**src/rtl/fetch_unit.sv**
```systemverilog
`default_nettype none
// ============================================================================
// fetch_unit -- instruction fetch with credit-limited prefetch queue
// Optional: define FETCH_STALL_CNT_EN to add the 16-bit stall_cnt output.
// Revision: 1.0
// ============================================================================
module fetch_unit #(
  parameter int DEPTH = 4,
  parameter int AW    = 12,
  parameter int DW    = 16
) (
  input  logic                     CLOCK_50,
  input  logic                     reset,
  output logic [AW-1:0]            mem_addr,
  output logic                     mem_rd_en,
  input  logic [DW-1:0]            mem_q,
  input  logic                     redirect,
  input  logic [AW-1:0]            redirect_pc,
  output logic                     instr_valid,
  input  logic                     instr_ready,
  output logic [DW-1:0]            instr,
  output logic [AW-1:0]            instr_pc,
  output logic [$clog2(DEPTH):0]   count
`ifdef FETCH_STALL_CNT_EN
  ,
  output logic [15:0]              stall_cnt
`endif
);

  localparam int PW = $clog2(DEPTH);
  localparam int CW = PW + 1;
  localparam logic [CW-1:0] C_FULL = CW'(DEPTH);

  logic [AW-1:0] fetch_pc_q, fetch_pc_d;
  logic          inflight_q, inflight_d;
  logic [AW-1:0] inflight_pc_q, inflight_pc_d;
  logic [CW-1:0] count_q, count_d;
  logic [PW-1:0] wr_ptr_q, wr_ptr_d;
  logic [PW-1:0] rd_ptr_q, rd_ptr_d;

  logic [DW-1:0] data_q [DEPTH];
  logic [AW-1:0] pcs_q  [DEPTH];

  logic [CW-1:0] occupancy;
  logic          issue;
  logic          push;
  logic          pop;

  // Credit counts the in-flight read so a returning word always has a slot.
  assign occupancy = count_q + CW'(inflight_q);
  assign issue     = !reset && !redirect && (occupancy < C_FULL);
  assign push      = inflight_q && !redirect;
  assign pop       = (count_q != '0) && instr_ready && !redirect;

  always_comb begin
    fetch_pc_d    = fetch_pc_q;
    inflight_d    = 1'b0;
    inflight_pc_d = inflight_pc_q;
    count_d       = count_q;
    wr_ptr_d      = wr_ptr_q;
    rd_ptr_d      = rd_ptr_q;
    if (redirect) begin
      fetch_pc_d = redirect_pc;
      count_d    = '0;
      wr_ptr_d   = '0;
      rd_ptr_d   = '0;
    end else begin
      if (issue) begin
        fetch_pc_d    = fetch_pc_q + AW'(1);
        inflight_d    = 1'b1;
        inflight_pc_d = fetch_pc_q;
      end
      if (push) wr_ptr_d = wr_ptr_q + PW'(1);
      if (pop)  rd_ptr_d = rd_ptr_q + PW'(1);
      case ({push, pop})
        2'b10:   count_d = count_q + CW'(1);
        2'b01:   count_d = count_q - CW'(1);
        default: count_d = count_q;
      endcase
    end
  end

  always_ff @(posedge CLOCK_50) begin
    if (reset) begin
      fetch_pc_q    <= '0;
      inflight_q    <= 1'b0;
      inflight_pc_q <= '0;
      count_q       <= '0;
      wr_ptr_q      <= '0;
      rd_ptr_q      <= '0;
    end else begin
      fetch_pc_q    <= fetch_pc_d;
      inflight_q    <= inflight_d;
      inflight_pc_q <= inflight_pc_d;
      count_q       <= count_d;
      wr_ptr_q      <= wr_ptr_d;
      rd_ptr_q      <= rd_ptr_d;
    end
  end

  // Queue storage needs no reset: occupancy alone decides what is visible.
  always_ff @(posedge CLOCK_50) begin
    if (push && !reset) begin
      data_q[wr_ptr_q] <= mem_q;
      pcs_q[wr_ptr_q]  <= inflight_pc_q;
    end
  end

  assign mem_addr    = fetch_pc_q;
  assign mem_rd_en   = issue;
  assign instr_valid = (count_q != '0);
  assign instr       = data_q[rd_ptr_q];
  assign instr_pc    = pcs_q[rd_ptr_q];
  assign count       = count_q;

`ifdef FETCH_STALL_CNT_EN
  logic [15:0] stall_cnt_q;

  always_ff @(posedge CLOCK_50) begin
    if (reset) begin
      stall_cnt_q <= '0;
    end else if ((count_q == '0) && (stall_cnt_q != 16'hFFFF)) begin
      stall_cnt_q <= stall_cnt_q + 16'd1;
    end
  end

  assign stall_cnt = stall_cnt_q;
`endif

endmodule
`default_nettype wire

```
**config.mk**
```make
export PLATFORM = sky130hd
export DESIGN_NAME = fetch_unit
export DESIGN_NICKNAME = d
export VERILOG_FILES = /design/src/rtl/fetch_unit.sv
export SDC_FILE = /design/constraint.sdc
export NUM_CORES = 1
export LEC_CHECK = 0
export CAP_MARGIN = 30
export CORE_MARGIN = 2
export CORE_UTILIZATION = 27
export CTS_BUF_LIST = sky130_fd_sc_hd__clkbuf_4 sky130_fd_sc_hd__clkbuf_8
export CTS_CLUSTER_SIZE = 8
export DETAILED_ROUTE_END_ITERATION = 8
export PLACE_DENSITY = 0.53
export SLEW_MARGIN = 0
export SYNTH_ARGS = -nofsm -noshare
export SYNTH_HDL_FRONTEND = slang
export SYNTH_SLANG_ARGS = --single-unit
```
**constraint.sdc**
```tcl
create_clock -name CLOCK_50 -period 4.4 [get_ports CLOCK_50]
set_clock_uncertainty 0.15 [all_clocks]
set_input_delay 1.1 -clock CLOCK_50 [delete_from_list [all_inputs] [get_ports CLOCK_50]]
set_output_delay 1.1 -clock CLOCK_50 [all_outputs]
set_load 0.005 [all_outputs]
```
==> summary.md <==
| Metric | Value |
|---|---|
| Status | complete, no violations |
| Initial antenna violation count | 0 |
| CTS tree | done |
| Worst-path clk slew | 0.08 ns |
| Period utilization | 85.5% |
| Yosys warnings | 0 |
| DR WL/cell | 16.3 um |
| Placer Congestion | 0.712 |
| Worst-path cell chain | clkdlybuf4s50_1, nor3b_1, mux2_2, clkdlybuf4s50_1 |
| Largest net degree at the start of global routing | 29 |
| Slew of the pin with the lowest slew margin | 0.698 ns |
| Total setup buffers inserted after CTS | 0 |
| Reg2reg end | count[2] |
| Dpl hpwl | 7400 um |
| Endpoint type of the worst setup path | primary output |
| Startpoint types | input pin |
| Data required time of the critical path | 3.15 ns |
| Commonest non-fill, non-tap cell in the layout | edfxtp_1 |
| Count of pins over their slew limit | 0 |
| Crit path to | mem_rd_en |
| Clock root cell | clkbuf_8 |
| Global-route wire length before repair | 18100 um |
| CP Class | input pin to primary output |
| Post-layout nets | approximately 470 |
| Synth async-reset ratio | 0% |
| Iter 0 DRT Violations | 213 |
| Fin worst setup slack | ~0.64 ns |
| Total power draw | 2.67 mW |
| Max incr delay on CP | 0.50 ns |
| Pre-CTS setup slack | ~0.63 ns |
| Synth cell types | 46 |
| Die ar. | 22400 sq um |
| Static Leak | 2.34 nW |
| Die width | 150 um |
| Worst reg2reg path depth | 8 |
| R2R Setup Slk | 1.92 ns |
| F_max | 266 MHz |
| # Max-Cap Violations | 0 |
| Critical R2R Launch | count[2] |
| Post-route antenna net violation count | 0 |
| Core footprint | roughly 21000 sq um |
| Vias in the first global route | 3366 |
| Fin area | between 7000 and 8000 sq um |
| Register area share after synthesis | 70.7% |
| Vias/cell | 4.54 |
| Area growth from synthesis to layout | 26.0% |
| Worst-Skew Late Latency | between 0.4 and 0.5 ns |
| Worst-case clock buffer depth | 2 |
| RSZ-0062 raised after global routing | no |
| Post-Synthesis Cells | ~340 |
| # IOs | 77 |
| Final Non-Filler Cells | around 700 |
| Effective utilization at floorplan | 27.4% |
| Vias | 3237 |
| CTS H-tree lvls | 4 |
| Mapped cell area | 5720 sq um |
| Top FF cell, synth | edfxtp_1 |
| Core Rows | between 50 and 60 |
| Ant. Diodes | 0 |
| Fin crit period | around 3.8 ns |
| CP startpoint | redirect |
| Drc violations | 0 |
| Sum of negative setup slack | 0 ns |
| Relative slew slack | between 50% and 60% |
| #FFs+latches synth | 146 |
| Drt pass-1 iters | 4 |
| Placed Area | 6820 sq um |
| Setup Viol. Count Final | 0 |
| Final core occ | 34.5% |
| DIE HEIGHT | between 100 and 150 um |
| Worst-path fanout max | 3 |
| Layout cell share with drive strength beyond 1 | 16.9% |
| Global route overflow | 0 |
| Peak VDD IR | ~140 uV |
| Critical Path Most Common Cell | clkdlybuf4s50_1 |
| Total GRT Usage | 10.9% |
| HP Class | register to register |
| CTS Buf Count | 17 |
| Syn nets | roughly 380 |
| Final hold viol count | 0 |
| Hold Buf Count CTS | 0 |
| Resize count post-CTS | 0 |
| Clk sinks | 146 |
| Post-Place Cells | 683 |
| CP Data Arrival Time | 2.51 ns |
| Pwr Density | 370 nW/um^2 |
| Number of port buffers | 76 |
| Total Wirelength | approximately 12000 um |
| Mean post-synth cell area | 16.9 sq um |
| Number of flops mapped to enable cells by yosys | 112 |
| Layout filler cell count | ~2000 |
| Most frequent cells in the layout | edfxtp_1 (112), clkdlybuf4s50_1 (76), dfxtp_1 (33) |
| Hold WS | 0.357 ns |
| Crit-path slowest cell | clkdlybuf4s50_1 |
-- worst max-delay path: cells and delay by family --
kind	cells	cell delay (ns)
muxes	1	0.22
and+or+nand+nor	1	0.25
buffers and inverters	2	0.94
-- per-layer routing --
metal | wire length, um | GRT usage (%) | up-vias
met3 | 646 | 3.54 | 8
met1 | 5500 | 14.6 | 1637
met5 | 0 | 0 | -
met2 | 5430 | 16.7 | 94
met4 | 85 | 3.67 | 0
li1 | - | - | 1498
-- state kept, by name, summed over array words and instances (netlist names), named ones only --
register,cells
inflight_pc_q,12
mem_addr,12
inflight_q,1
wr_ptr_q,2
rd_ptr_q,2
data_q,64
pcs_q,48
count,3
-- synthesized netlist by cell type (all sizes together), types with 5 or more instances --
cell type	n	share of area, %
xnor2	7	1.1
and4	5	0.77
dfxtp	34	12
clkbuf	13	0.85
ha	6	1.3
buf	5	0.66
edfxtp	112	59
nor2	16	1.0
nand2b	11	1.2
inv	7	0.46
nand2	20	1.3
mux4	28	11
and3	8	0.96
o21ai	15	1.3
-- how the worst min path moves through the flow --
stage                           startpoint           endpoint  slack [ns]  cells after the start
after floorplan           inflight_pc_q[0]        pcs_q[0][0]        0.30                      0
after global placement    inflight_pc_q[3]        pcs_q[2][3]        0.33                      0
after detailed placement  inflight_pc_q[8]        pcs_q[1][8]        0.35                      0
after CTS                     mem_addr[11]  inflight_pc_q[11]        0.37                      2
after global routing      inflight_pc_q[4]        pcs_q[3][4]        0.39                      0
final                         mem_addr[11]  inflight_pc_q[11]        0.36                      2
-- logic make-up after synthesis --
kind of cell / after synthesis / share of synthesized area, %
simple gates: 81 / 7.83
xor+xnor: 10 / 1.53
buf+inv: 26 / 2.03
fa+ha+maj: 7 / 1.66
flops: 146 / 70.7
compound gates: 36 / 4.09
mux: 33 / 12.2
-- report_power, final --
part	switching (mW)	internal (mW)
Sequential	0.0246	1.50
Clock	0.462	0.563
Combinational	0.0497	0.0699
Total	0.536	2.13
-- final cells by class --
cell class                      instances  area [sq um]  share of cell area, %
Sequential cell                       146          4050                   56.1
Multi-Input combinational cell        167          1560                   21.7
Timing Repair Buffer                   87           843                   11.7
Tap cell                              275           344                   4.77
Clock buffer                           19           249                   3.45
Clock inverter                         11           138                   1.91
Inverter                                8          30.0                  0.416
(Power assumes the default switching activity.)
